`config.mk`:
```
export PLATFORM = sky130hd
export DESIGN_NAME = syncnt_updn
export DESIGN_NICKNAME = d
export VERILOG_FILES = /design/src/rtl/syncnt_updn.sv
export SDC_FILE = /design/constraint.sdc
export NUM_CORES = 1
export LEC_CHECK = 0
export ABC_CLOCK_PERIOD_IN_PS = 1800
export CAP_MARGIN = 20
export CORE_AREA = 2 2 39 41
export CTS_CLUSTER_SIZE = 24
export DETAILED_ROUTE_END_ITERATION = 10
export DIE_AREA = 0 0 41 43
export GPL_TIMING_DRIVEN = 0
export SLEW_MARGIN = 10
export SYNTH_ARGS = -nofsm -noshare
export SYNTH_HDL_FRONTEND = slang
export SYNTH_SLANG_ARGS = --single-unit
```
`constraint.sdc`:
```
create_clock -name clk_i -period 1.8 [get_ports clk_i]
set_input_delay 0.36 -clock clk_i [delete_from_list [all_inputs] [get_ports clk_i]]
set_output_delay 0.36 -clock clk_i [all_outputs]
set_load 0.02 [all_outputs]
```
`src/rtl/syncnt_updn.sv`:
```
// Synchronous up/down modulo-(MAXVAL+1) counter with clear, clamped load,
// cascade terminal count and sticky wrap flag. Define SYNCNT_UPDN_SAT_EN to saturate instead of wrap.
module syncnt_updn #(
    parameter int          WIDTH  = 4,
    parameter int unsigned MAXVAL = (2**WIDTH) - 1
) (
    input  logic             clk_i,
    input  logic             nrst_i,
    input  logic             clr_i,
    input  logic             load_i,
    input  logic [WIDTH-1:0] d_i,
    input  logic             en_i,
    input  logic             up_i,
    output logic [WIDTH-1:0] q_o,
    output logic             tc_o,
    output logic             ovf_o
);

    localparam logic [WIDTH-1:0] MAX_C = MAXVAL[WIDTH-1:0];
    localparam logic [WIDTH-1:0] ONE_C = WIDTH'(1);

`ifdef SYNCNT_UPDN_SAT_EN
    localparam logic [WIDTH-1:0] UP_WRAP_C = MAX_C;
    localparam logic [WIDTH-1:0] DN_WRAP_C = '0;
`else
    localparam logic [WIDTH-1:0] UP_WRAP_C = '0;
    localparam logic [WIDTH-1:0] DN_WRAP_C = MAX_C;
`endif

    logic [WIDTH-1:0] q_q, q_d;
    logic             ovf_q, ovf_d;
    logic             at_max, at_zero;

    assign at_max  = (q_q == MAX_C);
    assign at_zero = (q_q == '0);

    // Cascade enable: only a real counting edge at the boundary ripples onward.
    assign tc_o = en_i & ~clr_i & ~load_i & ((up_i & at_max) | (~up_i & at_zero));

    always_comb begin
        q_d   = q_q;
        ovf_d = ovf_q;
        if (clr_i) begin
            q_d   = '0;
            ovf_d = 1'b0;
        end else if (load_i) begin
            q_d   = (d_i > MAX_C) ? MAX_C : d_i;
            ovf_d = 1'b0;
        end else if (en_i) begin
            if (up_i) begin
                if (at_max) begin
                    q_d   = UP_WRAP_C;
                    ovf_d = 1'b1;
                end else begin
                    q_d = q_q + ONE_C;
                end
            end else begin
                if (at_zero) begin
                    q_d   = DN_WRAP_C;
                    ovf_d = 1'b1;
                end else begin
                    q_d = q_q - ONE_C;
                end
            end
        end
    end

    always_ff @(posedge clk_i or negedge nrst_i) begin
        if (!nrst_i) begin
            q_q   <= '0;
            ovf_q <= 1'b0;
        end else begin
            q_q   <= q_d;
            ovf_q <= ovf_d;
        end
    end

    assign q_o   = q_q;
    assign ovf_o = ovf_q;

endmodule
```
Word-level counts from Yosys, hierarchy flattened

Index checks and enable logic that the tools add are counted.

Flip-flop bits (word level): 5
Input bits: 10
Output and inout port bits: 6
Word-level logic and storage cells: 33

Add/sub/neg operators: 2
Order comparisons: 1
Eq/ne operators: 2
Muxes and demuxes: 13
Bitwise gates (word level): 9
Reductions and logical operators: 4

Operators by type and width:

| operator                                                                 | number |
|---|---|
| 4-bit 2-to-1 mux                                                         | 7 |
| 1-bit 2-to-1 mux                                                         | 6 |
| 1-bit bitwise AND                                                        | 5 |
| 4-bit by 1-bit adder with 4-bit output (second input constant)           | 1 |
| 4-bit equality test (second input constant)                              | 1 |
| 4-bit > comparator (second input constant)                               | 1 |
| 4-bit logical NOT                                                        | 1 |
| 4-bit by 3-bit inequality test with 1-bit output (second input constant) | 1 |
| 4-bit nonzero test                                                       | 1 |
| 4-bit by 1-bit subtractor with 4-bit output (second input constant)      | 1 |
| 1-bit inverter                                                           | 3 |
| 3-bit AND reduction                                                      | 1 |
| 3-bit nonzero test                                                       | 1 |
| 1-bit OR                                                                 | 1 |

Depth between registers and ports, before layout

Gate-level depths: netlist (run 1).

Depth after elaboration: 6
Gate-level depth with buffers: 6
Depth with buffers taken out: 6

Worst setup path after synthesis (run 1)

OpenSTA, ideal clock, no wires.

Path kind: reg2out
From: reg q_q[0], in the netlist q_o[0]
To: out tc_o
Arrival: 1.726 ns
Required time: 1.440 ns
Slack: -0.286 ns
Cell stages (with the launch flop): 7
Path buffers: 0
Cells stage by stage: dfrtp_1 -> inv_1 -> ha_1 -> inv_1 -> o41ai_1 -> nand2_1 -> nor3_1

Cells in the longest elaborated chain, start to end: 4
Elaborated cells on any way between the ends: 6
Classes of those cells: eq/ne (1); bitwise (4); reduce/logical (1)

Ends and longest elaborated chain:

| what                                                            | RTL line | RTL |
|---|---|---|
| start: declaration                                              | 30       | `logic [WIDTH-1:0] q_q, q_d;` |
| start signal: assignment                                        | 73       | `q_q <= q_d;` |
| 4-bit equality test / 4-bit logical NOT (equally long branches) | 34, 35   |  |
| 1-bit bitwise AND                                               | 38       | `assign tc_o = en_i & ~clr_i & ~load_i & ((up_i & at_max) \| (~up_i & at_zero));` |
| 1-bit OR *                                                      | 38       |  |
| 1-bit bitwise AND *                                             | 38       |  |
| end: declaration                                                | 15       | `output logic tc_o,` |

Every way passes the cells marked *; elsewhere a longest branch is shown, timed or not.

Final worst setup path (run 1)

Same ends and word-level chain as after synthesis.

==> results.md, run 1 <==
* Status: finished, violations left
* Failing checks: setup timing
* Pre-Repair DR Iteration Count at 4
* Largest net degree at the start of global routing at 11
* Final Hold Fails at 0
* Post-synth top flop: dfrtp_1
* Synthesis Warnings at 0
* Yosys cell types at 27
* R2R Path End: q_o[3]$_DFFE_PN0P_
* Die area at ~1800 µm²
* DR iter-0 viols at 10
* FF-to-FF path depth at 5
* Synth area leaders: dfrtp_1 (30%), ha_1 (6.0%), a21oi_1 (4.8%)
* Post-DRT Antenna Nets at 0
* Syn nets at between 60 and 70
* Global route overflow at 0
* Htree depth at 1
* Initial antenna violation count at 0
* Diode count at 0
* Async SR Flop Fraction at 100%
* DRC Markers at 0
* MaxCap Viol Count at 0
* Peak supply drop at around 0.37 mV
* Largest area contributor in the synthesized netlist: dfrtp_1
* Fraction of layout cells with a size suffix above 1 at 32.4%
* Port bufs at 13
* HP Class: in2async
* Period minus WS final at 1.95 ns
* Worst EP required at 1.44 ns
* Pre-CTS setup slack at -0.583 ns
* Syn_area_per_cell at 8.22 µm²
* Via Count at 445
* Final setup viols at 1
* Synthesized netlist cell count at 51
* CP max FO at 2
* Slew @ Worst Pin at between 0.4 and 0.5 ns
* Crit path kind: reg2out
* Post-layout power at 0.413 mW
* Clock skew at roughly 0.0019 ns
* Hold_buf cts at 0
* Leakage dissipation at 0.312 nW
* Crit path launch type: flop
* Cell with the most instances after synthesis: dfrtp_1
* GRT Total Usage at 14.8%
* Die Ht at about 43 µm
* Drt wl/cell at about 12 µm
* Core area at about 1400 µm²
* Fin crit share at 108%
* CTS sink count at 5
* CTS root buffer: clkbuf_4
* RR Startpoint: q_o[2]$_DFFE_PN0P_
* Slew HR at roughly 72%
* RSZ-0062 raised after global routing: yes
* Area delta synth->final at 65.1%
* Starting Density at a little under a third
* Die W at 41 µm
* Clock buffer count from CTS at 3
* # placed instances at 80
* Global-route wire length before repair at 1730 µm
* Vias per cell at ~4.9
* Latest clock arrival within the worst-skew pair at 0.24 ns
* Post-layout net count at 87
* Arr. time, crit path at around 1.6 ns
* Clock buffer depth at 2
* # rows at 14
* Max Slew Vio Count at 0
* Pwr dens at approximately 600 nW/µm²
* CTS tree: built
* Hold slack final at about 0.35 ns
* Util after Layout at 50.0%
* Post-synth EDFFs at 0
* Final worst setup slack at -0.149 ns
* Post-DP HPWL at 743 µm
* Worst-path clk slew at around 0.040 ns
* Achievable clock frequency at roughly 510 MHz
* Commonest cells post-synth: dfrtp_1 (5), a21oi_1 (4), inv_1 (4), nand2_1 (4)
* Post-synth top area share at between 20% and 30%
* Post-synthesis register bit count at 5
* Synth Cell Area at 419 µm²
* Vias in the first global route at 395
* CP endpoint kind: output port
* IO Pins at 16
* Routability cong. at ~0.7
* Routed wire length at roughly 1100 µm
* Fin cells at 90
* Sequential share of the synthesized area at between 20% and 30%
* R2R Setup Slk at around 0.21 ns
flip-flops by register name, indices dropped and copies added, names as in the netlist:
| register | cells |
|---|---|
| q_o | 4 |
| ovf_o | 1 |
how the worst max path moves through the flow:
stage / startpoint / end / slack [ns]
final: q_o[0]$_DFFE_PN0P_ / tc_o / -0.15
after global routing: q_o[0]$_DFFE_PN0P_ / tc_o / -0.26
after CTS: q_o[0]$_DFFE_PN0P_ / tc_o / -0.21
after detailed placement: q_o[0]$_DFFE_PN0P_ / tc_o / -0.58
after global placement: q_o[0]$_DFFE_PN0P_ / tc_o / -0.58
after floorplan: q_o[1]$_DFFE_PN0P_ / tc_o / -0.03
routing by layer:
layer | global-route usage (%) | wire length [µm] | up-vias
met2 | 21.6 | 520 | 14
met3 | 7.85 | 91 | 0
met5 | 0 | 0 | -
li1 | - | - | 232
met4 | 4.00 | 0 | 0
met1 | 18.6 | 485 | 199
stage by stage:
stage | setup TNS (ns) | cell area [µm²]
after floorplan | -0.0344 | 453
after detailed placement | -0.748 | 603
after CTS | -0.208 | 673
after global placement | -0.750 | 603
final | -0.149 | 692
after global routing | -0.260 | 692
cells in the final DEF, fill, tap and decap left out, drive strengths merged, types with 2 or more instances in the layout:
cell type	count
nor2	3
nand2	4
ha	2
o21ai	3
inv	5
o41ai	2
clkdlybuf4s50	9
dfrtp	5
buf	8
dlygate4sd2	2
mux2i	2
xnor2	2
nor3	2
clkbuf	7
a21oi	4
where the power goes:
group          switching (mW)  internal (mW)  total (mW)
Combinational          0.0738         0.0801       0.154
Clock                  0.0456         0.0838       0.129
Sequential            0.00896          0.121       0.130
final cells by class:
type                       count  area, µm²
multi-input combinational     37        303
buffer                         4       20.0
fill                         140        692
tap                           16       20.0
timing repair buffer          19        176
inverter                       5       18.8
sequential                     5        128
clock buffer                   4       26.3
cell families (layout without fill, tap and decap cells):
| group | count (synthesis) | in the layout | share of synthesized area (%) |
|---|---|---|---|
| AOI/OAI and AO/OA | 15 | 15 | 23.6 |
| xor gates and xnor gates | 2 | 2 | 4.18 |
| adders and majority gates | 2 | 2 | 5.97 |
| buffers and inverters | 9 | 32 | 8.95 |
| DFF | 5 | 5 | 29.9 |
| muxes | 3 | 3 | 7.46 |
| and+or+nand+nor | 15 | 15 | 20.0 |
critical path, cell delays in order, from the launching register on:
cell	delay (ns)
dfrtp_2	0.41
inv_2	0.08
ha_4	0.14
inv_2	0.04
o41ai_4	0.31
nand2_2	0.10
nor3_4	0.13
buf_6	0.14
timing repair:
action / CTS / global route
pin swaps: 3 / 0
resized for setup: 8 / 6
setup endpoints to repair: 1 / 2
buffers inserted: 6 / 0
Note: power is estimated with default switching activity, not from simulation.
==> inputs of run 2 (changes only) <==
--- a/config.mk
+++ b/config.mk
@@ -11,8 +11,10 @@
 export CTS_CLUSTER_SIZE = 24
 export DETAILED_ROUTE_END_ITERATION = 10
 export DIE_AREA = 0 0 41 43
+export GPL_ROUTABILITY_DRIVEN = 0
 export GPL_TIMING_DRIVEN = 0
 export SLEW_MARGIN = 10
 export SYNTH_ARGS = -nofsm -noshare
 export SYNTH_HDL_FRONTEND = slang
 export SYNTH_SLANG_ARGS = --single-unit
+export TNS_END_PERCENT = 1
==> results.md, run 2 (synthesized netlist as in run 1, its figures left out) <==
* Status: finished, violations left
* Failing checks: setup timing
* Diode count at 0 (unchanged)
* Area delta synth->final at 64.5%
* Most frequent cells in the layout: clkdlybuf4s50_1 (9), buf_4 (7), inv_2 (4), clkbuf_1 (4), a21oi_1 (4)
* Latest clock arrival within the worst-skew pair at 0.24 ns (about the same)
* # fillers at 140 (unchanged)
* Final Hold Fails at 0 (unchanged)
* Initial antenna violation count at 0 (unchanged)
* HP Class: in2async
* Period minus WS final at 1.95 ns (-0.00211 ns)
* DRC Markers at 0 (unchanged)
* Clock skew at 0.00188 ns (-0.0000207 ns)
* Util after Layout at 49.8% (-0.18 points)
* Hold_buf cts at 0 (unchanged)
* Largest net degree at the start of global routing at 11 (unchanged)
* Starting Density at 30.3% (unchanged)
* IO Pins at 16 (unchanged)
* Max Slew Vio Count at 0 (unchanged)
* Post-layout net count at 87 (unchanged)
* RR Startpoint: q_o[1]$_DFFE_PN0P_
* MaxCap Viol Count at 0 (unchanged)
* Global route overflow at 0 (unchanged)
* CP max FO at 2 (unchanged)
* Pwr dens at 597 nW/µm² (about the same)
* RSZ-0062 raised after global routing: yes
* GRT Total Usage at 14.8% (unchanged)
* Crit path launch type: flop
* Slew @ Worst Pin at 0.540 ns (+0.122 ns)
* Post-DRT Antenna Nets at 0 (unchanged)
* Htree depth at 1 (unchanged)
* Drt wl/cell at 12.0 µm (-1.6%)
* CTS tree: built
* DR iter-0 viols at 6 (-4)
* Final worst setup slack at -0.147 ns (+0.00210 ns)
* Commonest non-fill, non-tap cell in the layout: clkdlybuf4s50_1
* Slowest cell on the critical path: dfrtp_2
* Slew HR at 64.0% (-8.2 points)
* Buf/Inv on CP at 3 (unchanged)
* Max reg flops at 4 (unchanged)
* CTS root buffer: clkbuf_4
* Area of the multi-input gates at 302 µm² (-0.41%)
* Achievable clock frequency at 514 MHz (+0.11%)
* CP Cell Sequence: inv_2, ha_4, inv_2, o41ai_4, nand2_2, nor3_4, buf_6
* R2R Path End: q_o[3]$_DFFE_PN0P_
* Core area at 1380 µm² (unchanged)
* FF-to-FF path depth at 5 (unchanged)
* Most frequent CP cell: inv_2
* Post-DP HPWL at 743 µm (unchanged)
* Vias per cell at 4.99 (+0.90%)
* CP endpoint kind: output port
* R2R Setup Slk at 0.21 ns (about the same)
* Peak supply drop at 0.367 mV (about the same)
* Die area at 1760 µm² (unchanged)
* Fin crit share at 108% (-0.12 points)
* Worst EP required at 1.44 ns (about the same)
* Routed wire length at 1080 µm (-1.6%)
* Crit path kind: reg2out
* Pre-Repair DR Iteration Count at 4 (unchanged)
* Leakage dissipation at 0.309 nW (-0.96%)
* Fraction of layout cells with a size suffix above 1 at 31.1% (-1.4 points)
* Crit path max-delay family: flip-flops
* CTS sink count at 5 (unchanged)
* Reg area at 128 µm² (unchanged)
* Vias in the first global route at 395 (unchanged)
* Final setup viols at 1 (unchanged)
* Worst-path clk slew at 0.04 ns (about the same)
* Global-route wire length before repair at 1730 µm (unchanged)
* Die W at 41 µm (unchanged)
* Clock buffer count from CTS at 3 (unchanged)
* Arr. time, crit path at 1.59 ns (about the same)
* Via Count at 449 (+0.90%)
* Die Ht at 43 µm (unchanged)
* Max stage delay on crit path at 0.41 ns (about the same)
* Post-layout power at 0.412 mW (-0.44%)
* # rows at 14 (unchanged)
* Clock buffer depth at 2 (unchanged)
* Port bufs at 13 (unchanged)
==> run 2: what timing repair did <==
| item | 4_1_cts | 5_1_grt |
|---|---|---|
| endpoints found under the setup margin | 1 | 2 |
| pin swaps | 3 | 0 |
| setup buffers | 6 | 0 |
| gates resized for setup | 8 | 3 |
==> run 2: layer usage <==
| layer | vias to the layer above | GRT usage, % | part of all wire, % |
|---|---|---|---|
| li1 | 232 | - | - |
| met5 | - | 0 | 0 |
| met2 | 21 | 21.6 | 47 |
| met3 | 0 | 7.85 | 11 |
| met4 | 0 | 4.00 | 0 |
| met1 | 196 | 18.6 | 42 |
==> run 2: layout make-up <==
cell class | instances | share of cell area, %
buffer | 4 | 2.72
clock buffer | 4 | 3.81
inverter | 5 | 2.72
multi-input combinational | 37 | 43.7
sequential | 5 | 18.5
tap | 16 | 2.90
timing repair buffer | 19 | 25.6
==> run 2: report_power, final <==
| part | switching (mW) | total [mW] | internal, mW |
|---|---|---|---|
| registers | 0.00883 | 0.130 | 0.121 |
| logic | 0.0729 | 0.152 | 0.0794 |
| clock network | 0.0455 | 0.129 | 0.0838 |
| total | 0.127 | 0.412 | 0.284 |
==> run 2: metrics by stage <==
step                      hold WS [ns]  setup slack, ns  TNS [ns]  cell area, µm²  instances
after global routing             0.352           -0.261    -0.297             689         90
after global placement           0.554           -0.581    -0.750             603         80
after floorplan                 0.0644          -0.0344   -0.0344             453         51
after CTS                        0.350           -0.208    -0.208             673         90
final                            0.349           -0.147    -0.147             689         90
after detailed placement         0.559           -0.583    -0.748             603         80
==> run 2: worst max-delay path by stage <==
stage / to / start / cells past startpoint / slack [ns]
final: tc_o / q_o[0]$_DFFE_PN0P_ / 7 / -0.15
after global routing: tc_o / q_o[0]$_DFFE_PN0P_ / 7 / -0.26
after CTS: tc_o / q_o[0]$_DFFE_PN0P_ / 7 / -0.21
after detailed placement: tc_o / q_o[0]$_DFFE_PN0P_ / 7 / -0.58
after global placement: tc_o / q_o[0]$_DFFE_PN0P_ / 7 / -0.58
after floorplan: tc_o / q_o[1]$_DFFE_PN0P_ / 6 / -0.03
==> RTL change 1 (settings of run 1) <==
The localparam `UP_WRAP_C` goes from '0 to 1.
--- a/src/rtl/syncnt_updn.sv
+++ b/src/rtl/syncnt_updn.sv
@@ -25,3 +25,3 @@
 `else
-    localparam logic [WIDTH-1:0] UP_WRAP_C = '0;
+    localparam logic [WIDTH-1:0] UP_WRAP_C = 1;
     localparam logic [WIDTH-1:0] DN_WRAP_C = MAX_C;
Check against the original RTL: not equivalent (Yosys sat finds a counterexample within 4 cycles, from zero or initial values and one cycle with nrst_i low).
==> RTL change 1 against run 1 <==
The flow still finishes with violations (setup timing); total power fell by 0.35%; cell area fell by 1.1%; setup slack improved by 53 ps; register-to-register slack got worse by 60 ps; routed wire length fell by 2.2%; non-clock buffer count did not move; die area did not move; sequential cell count did not move; area after synthesis fell by 6.3%; highest routed layer is now met4.
==> RTL change 1: results (changes against run 1) <==
** Layout
- The number of diodes is 0 (unchanged).
- The count of filler cells inserted in the layout came to 133 (-5.0%).
- Post-layout nets :: 84 (-3.4%)
- Max FFs per register :: 4 (unchanged)
- The fraction of final layout cells with drive strength greater than 1 is 38.0% (+5.6 points).

** Global routing
- The total global routing track utilization was 14.4% (-0.45 points).
- The number of global-route vias before repair is 398 (+0.76%).
- The initial antenna violation count came to 0 (unchanged).
- Wire length of the first global-routing pass :: 1700 um (-2.0%)
- The maximum number of pins on one net before global-route repair came to 11 (unchanged).

** Drt
- Met2 wire length :: 528 um (+1.5%)
- The average detailed-routed wire length per instance came to 12.3 um (+1.2%).
- Signal routing reaches up to met4.
- DRC violation total after the first TritonRoute iteration :: 4 (-6)
- The number of vias in the routed layout was 448 (+0.67%).
- The met3 wire length was 46 um (-49%).
- First-pass iteration count of the detailed router :: 4 (unchanged)
- Routed length on met1 :: 487 um (+0.41%)

** Clocking
- The cell sitting at the root of the clock tree is a sky130_fd_sc_hd__clkbuf_4.
- Num CTS Buffers :: 3 (unchanged)
- The clock insertion delay at the later pin of the skew report came to 240 ps (about the same).
- # H-tree levels :: 1 (unchanged)
- The maximum number of buffers from clock root to sink was 2 (unchanged).
- The clock-pin slew on the worst setup and hold paths came to 40 ps (about the same).

** Critical path
- The largest single stage delay on the critical path is 400 ps.
- Maximum fanout count along the critical path :: 2 (unchanged)
- Highest-delay cell along the critical path :: sky130_fd_sc_hd__dfrtp_2
- The critical path arrival is 1540 ps (-50 ps).

** Synthesis
- Nets in the synthesized netlist :: 58 (-7.9%)
- The distinct cell type count after synthesis was 24 (-11%).
- The share of flip-flops with an asynchronous set or reset is 100% (unchanged).
- The fraction of the yosys area taken by sequential cells came to 31.8% (+2.0 points).
- The number of synthesis warnings is 0 (unchanged).
- Sorting the synthesized cells by how often they occur yields sky130_fd_sc_hd__dfrtp_1 (5), sky130_fd_sc_hd__nand2_1 (5), sky130_fd_sc_hd__a21oi_1 (4).
- Main area contributors after synthesis :: sky130_fd_sc_hd__dfrtp_1 (32%), sky130_fd_sc_hd__ha_1 (6.4%), sky130_fd_sc_hd__a21oi_1 (5.1%)
- The largest total area in the synthesized netlist belongs to sky130_fd_sc_hd__dfrtp_1.

** Worst hold path
- Min-delay worst type :: input pin to asynchronous set/reset pin

** Place
- The worst-case setup slack after placement came to -726 ps (-143 ps).
- The last weighted congestion value of the routability-driven placer was 0.696 (-0.94%).
- The count of input and output buffers is 14 (+1).
- The placed wire-length estimate after detailed placement came to 710 um (-4.5%).

** Run status
- The checks that failed: setup timing.
- Status :: finished with violations

** Power
- The maximum resistive drop on vdd was 360 uV (-1.8%).
- Net switching power :: 125 uW (-2.9%)
- Leakage component of the power :: 0.000313 uW (+0.18%)

** Timing
- Clock skew :: 2.63 ps (+0.724 ps)
- The count of endpoints failing setup in the final report is 1 (unchanged).
- The slew at the pin with the worst max-slew slack came to 363 ps (-54.9 ps).
- Worst Setup Slack, final :: -96.7 ps (+52.7 ps)
-- RTL change 1: stage by stage --
stage	cells	TNS, ps	power [uW]	cell area, um2	hold slack, ps
after detailed placement	76	-881	249	564	566
after floorplan	46	0	198	404	64.4
final	87	-96.7	412	684	336
after global routing	87	-164	441	684	345
after CTS	86	-129	409	666	342
after global placement	76	-920	249	564	536
-- RTL change 1: worst paths after layout --
kind,slack [ps],endpoint,cells after the start,start
setup / recovery,-100,tc_o,7,q_o[0]
hold reg to reg,560,ovf_o,2,ovf_o
min in group clk_i,560,ovf_o,2,ovf_o
max in group asynchronous,1260,q_o[1],1,nrst_i
hold / removal,340,q_o[3],1,nrst_i
setup reg to reg,150,q_o[3],5,q_o[1]
-- RTL change 1: layout make-up --
class | count | area, um2 | share of cell area [%]
sequential | 5 | 129 | 18.8
tap | 16 | 20.0 | 2.93
clock buffer | 4 | 26.3 | 3.84
buffer | 2 | 8.76 | 1.28
timing repair buffer | 21 | 193 | 28.2
multi-input combinational | 35 | 293 | 42.8
inverter | 4 | 15.0 | 2.19
-- RTL change 1: what timing repair did --
item / CTS / global route
resized for setup: 18 / 6
buffers inserted: 6 / 1
cloned: 0 / 0
hold endpoints to repair: 0 / 0
pin swaps: 2 / 1
setup endpoints to repair: 1 / 4
-- RTL change 1: metal layers --
layer  global-route usage (%)  vias to the layer above
met5                        0                        -
li1                         -                      219
met4                     6.00                        0
met3                     3.66                        2
met2                     21.9                       10
met1                     18.5                      217
-- RTL change 1: critical path, delay by kind of cell (launching register included) --
family | cells | cell delay (ps)
DFF | 1 | 400
and+or+nand+nor | 3 | 390
buffers and inverters | 2 | 220
AOI/OAI and AO/OA | 1 | 160
adders and majority gates | 1 | 130
-- RTL change 1: kinds of logic (layout without fill, tap and decap cells) --
family	Yosys count	count (layout)	synth area share (%)
and+or+nand+nor	15	15	21.0
muxes	3	3	7.96
DFF	5	5	31.8
buffers and inverters	6	31	5.73
adders and majority gates	2	2	6.37
xor gates and xnor gates	2	2	4.46
AOI/OAI and AO/OA	13	13	22.6
-- RTL change 1: power groups by stage --
stage / logic (uW) / clock network (uW) / registers, uW
detailed placement: 112 / 0 / 137
floorplan: 53.8 / 0 / 144
CTS: 141 / 134 / 134
global route: 162 / 143 / 136
finish: 148 / 129 / 135
global placement: 112 / 0 / 137
==> RTL change 2 (settings of run 1) <==
Made on the original files. Reset style: synchronous (`nrst_i`), changed in one clocked block.
--- a/src/rtl/syncnt_updn.sv
+++ b/src/rtl/syncnt_updn.sv
@@ -67,3 +67,3 @@
 
-    always_ff @(posedge clk_i or negedge nrst_i) begin
+    always_ff @(posedge clk_i) begin
         if (!nrst_i) begin
Check against the original RTL: differs if nrst_i is asserted again (counterexample within 4 cycles, from zero or initial values and one cycle with nrst_i low); with nrst_i held inactive, the same outputs for 10 cycles.
==> RTL change 2 against run 1 <==
The run still ends with setup timing left; routed wire length shrank 18%; sequential cell count is the same; worst hold slack gained 170 ps; total power shrank 17%; cell area shrank 15%; setup slack gained 130 ps; die area is the same; via count shrank 13%; synthesized cell count shrank 12%; area after synthesis shrank 16%; utilization shrank 7.6 points; critical path type unchanged; largest cell class unchanged.
==> RTL change 2: results (changes against run 1) <==
** Power
- The standby leakage power is 0.000256 uW (-18%).
- The maximum resistive drop on vdd is 385 uV (+5.0%).

** Layout
- Share of cells above drive strength 1 :: 23.4% (-9.0 points)
- The number of standard cells in the final layout excluding fillers came to 80 (-11%).
- Fill cell instance count of the final layout :: 151 (+7.9%)
- Post-layout nets :: 77 (-11%)
- Max FFs per register :: 4 (unchanged)

** Critical path
- Highest-delay cell along the critical path :: sky130_fd_sc_hd__dfxtp_4
- The length in cells of the worst reg-to-reg path is 4 (-1).
- In this run the worst setup path begins at q_o[1].
- The critical path's largest stage delay came to 360 ps (-50 ps).
- The critical path arrival was 1460 ps (-130 ps).
- Reg-to-reg critical path startpoint :: q_o[2]
- Maximum fanout count along the critical path :: 6 (+4)

** Drt
- Met2 wire length :: 441 um (-15%)
- The final wirelength is 896 um (-18%).
- DRC violation total after the first TritonRoute iteration :: 2 (-8)
- Met3 layer wire length in the routed design :: 53 um (-42%)
- Routed vias :: 387 (-13%)
- The wire length the detailed router placed on met1 came to 401 um (-17%).

** Place
- The cell count after placement came to 75 (-6.3%).
- The count of input and output buffers is 14 (+1).
- The last weighted congestion value of the routability-driven placer was 0.713 (+1.5%).
- The placed wire-length estimate after detailed placement was 672 um (-9.6%).

** Timing
- The sum of negative setup slack was -19.1 ps (+130 ps).
- The clock skew is 4.02 ps (+2.11 ps).
- Worst-case headroom to the max-slew limit :: 77.9% (+5.7 points)
- The smallest setup slack after layout is -19.1 ps (+130 ps).
- The count of endpoints failing setup in the final report was 1 (unchanged).

** Synthesis
- Share of synthesized registers carrying an async set or reset :: 0% (-100 points)
- The net count of the mapped netlist is 57 (-9.5%).
- The distinct cell type count after synthesis is 24 (-11%).
- Post-Synthesis Cells :: 45 (-12%)
- Yosys attributes the largest share of cell area to sky130_fd_sc_hd__dfxtp_1 (28%), sky130_fd_sc_hd__a21oi_1 (8.5%), sky130_fd_sc_hd__nand2_1 (7.5%).
- Fraction of the yosys area taken by sequential cells :: 28.5% (-1.4 points)

** Global routing
- The number of global-route vias before repair is 403 (+2.0%).
- Global-route usage over all layers :: 12.5% (-2.4 points)

** Worst hold path
- In this run the worst hold path is classified as flop to flop.

** Clocking
- Register clock-pin slew on the reported worst setup and hold paths :: 50 ps

** Run status
- Violations in the final reports :: setup timing
- Status :: finished with violations
## RTL change 2: worst min-delay path, stage by stage, from the launching register on
cell	delay [ps]
sky130_fd_sc_hd__dfxtp_1	300
sky130_fd_sc_hd__a21oi_1	110
sky130_fd_sc_hd__nor3_1	50
## RTL change 2: cell families after synthesis
group	Yosys count	synth area share (%)
and+or+nand+nor	16	23.1
muxes	2	6.05
buffers and inverters	5	5.34
DFF	5	28.5
xor gates and xnor gates	3	7.47
AOI/OAI and AO/OA	12	22.4
adders and majority gates	2	7.12
## RTL change 2: how the worst min path moves through the flow
| stage | endpoint | startpoint | cells past startpoint | slack, ps |
|---|---|---|---|---|
| finish | ovf_o | ovf_o | 2 | 520 |
| global route | ovf_o | ovf_o | 2 | 540 |
| CTS | ovf_o | ovf_o | 2 | 520 |
| detailed placement | ovf_o | ovf_o | 2 | 520 |
| global placement | ovf_o | ovf_o | 2 | 510 |
| floorplan | ovf_o | load_i | 1 | 440 |
## RTL change 2: routing by layer
metal  up-vias  track usage (%)
met4         0                0
li1        198                -
met3         0             5.24
met2        13             20.6
met5         -                0
met1       176             15.5
## RTL change 2: through the flow
step                instance area, um2  setup slack (ps)  hold WS, ps
finish                             587             -19.1          518
global route                       587              -117          535
CTS                                584             -38.8          524
detailed placement                 517              -704          518
global placement                   517              -701          511
floorplan                          357              71.2          439
## RTL change 2: area by class of cell
type | instances | area (um2) | share of cell area, %
Buffer | 1 | 3.75 | 0.640
Inverter | 4 | 17.5 | 2.99
Sequential cell | 5 | 108 | 18.3
Multi-Input combinational cell | 35 | 265 | 45.2
Clock buffer | 4 | 26.3 | 4.48
Timing Repair Buffer | 15 | 146 | 24.9
Tap cell | 16 | 20.0 | 3.41
## RTL change 2: where the power goes
group	switching (uW)	internal (uW)
clock	45.1	83.8
combinational	40.9	51.9
sequential	7.99	114
## RTL change 2: repair_timing
action	in CTS	in global routing
pin swaps	1	0
gates resized for setup	16	1
setup endpoints to repair	1	2
setup buffers	1	0
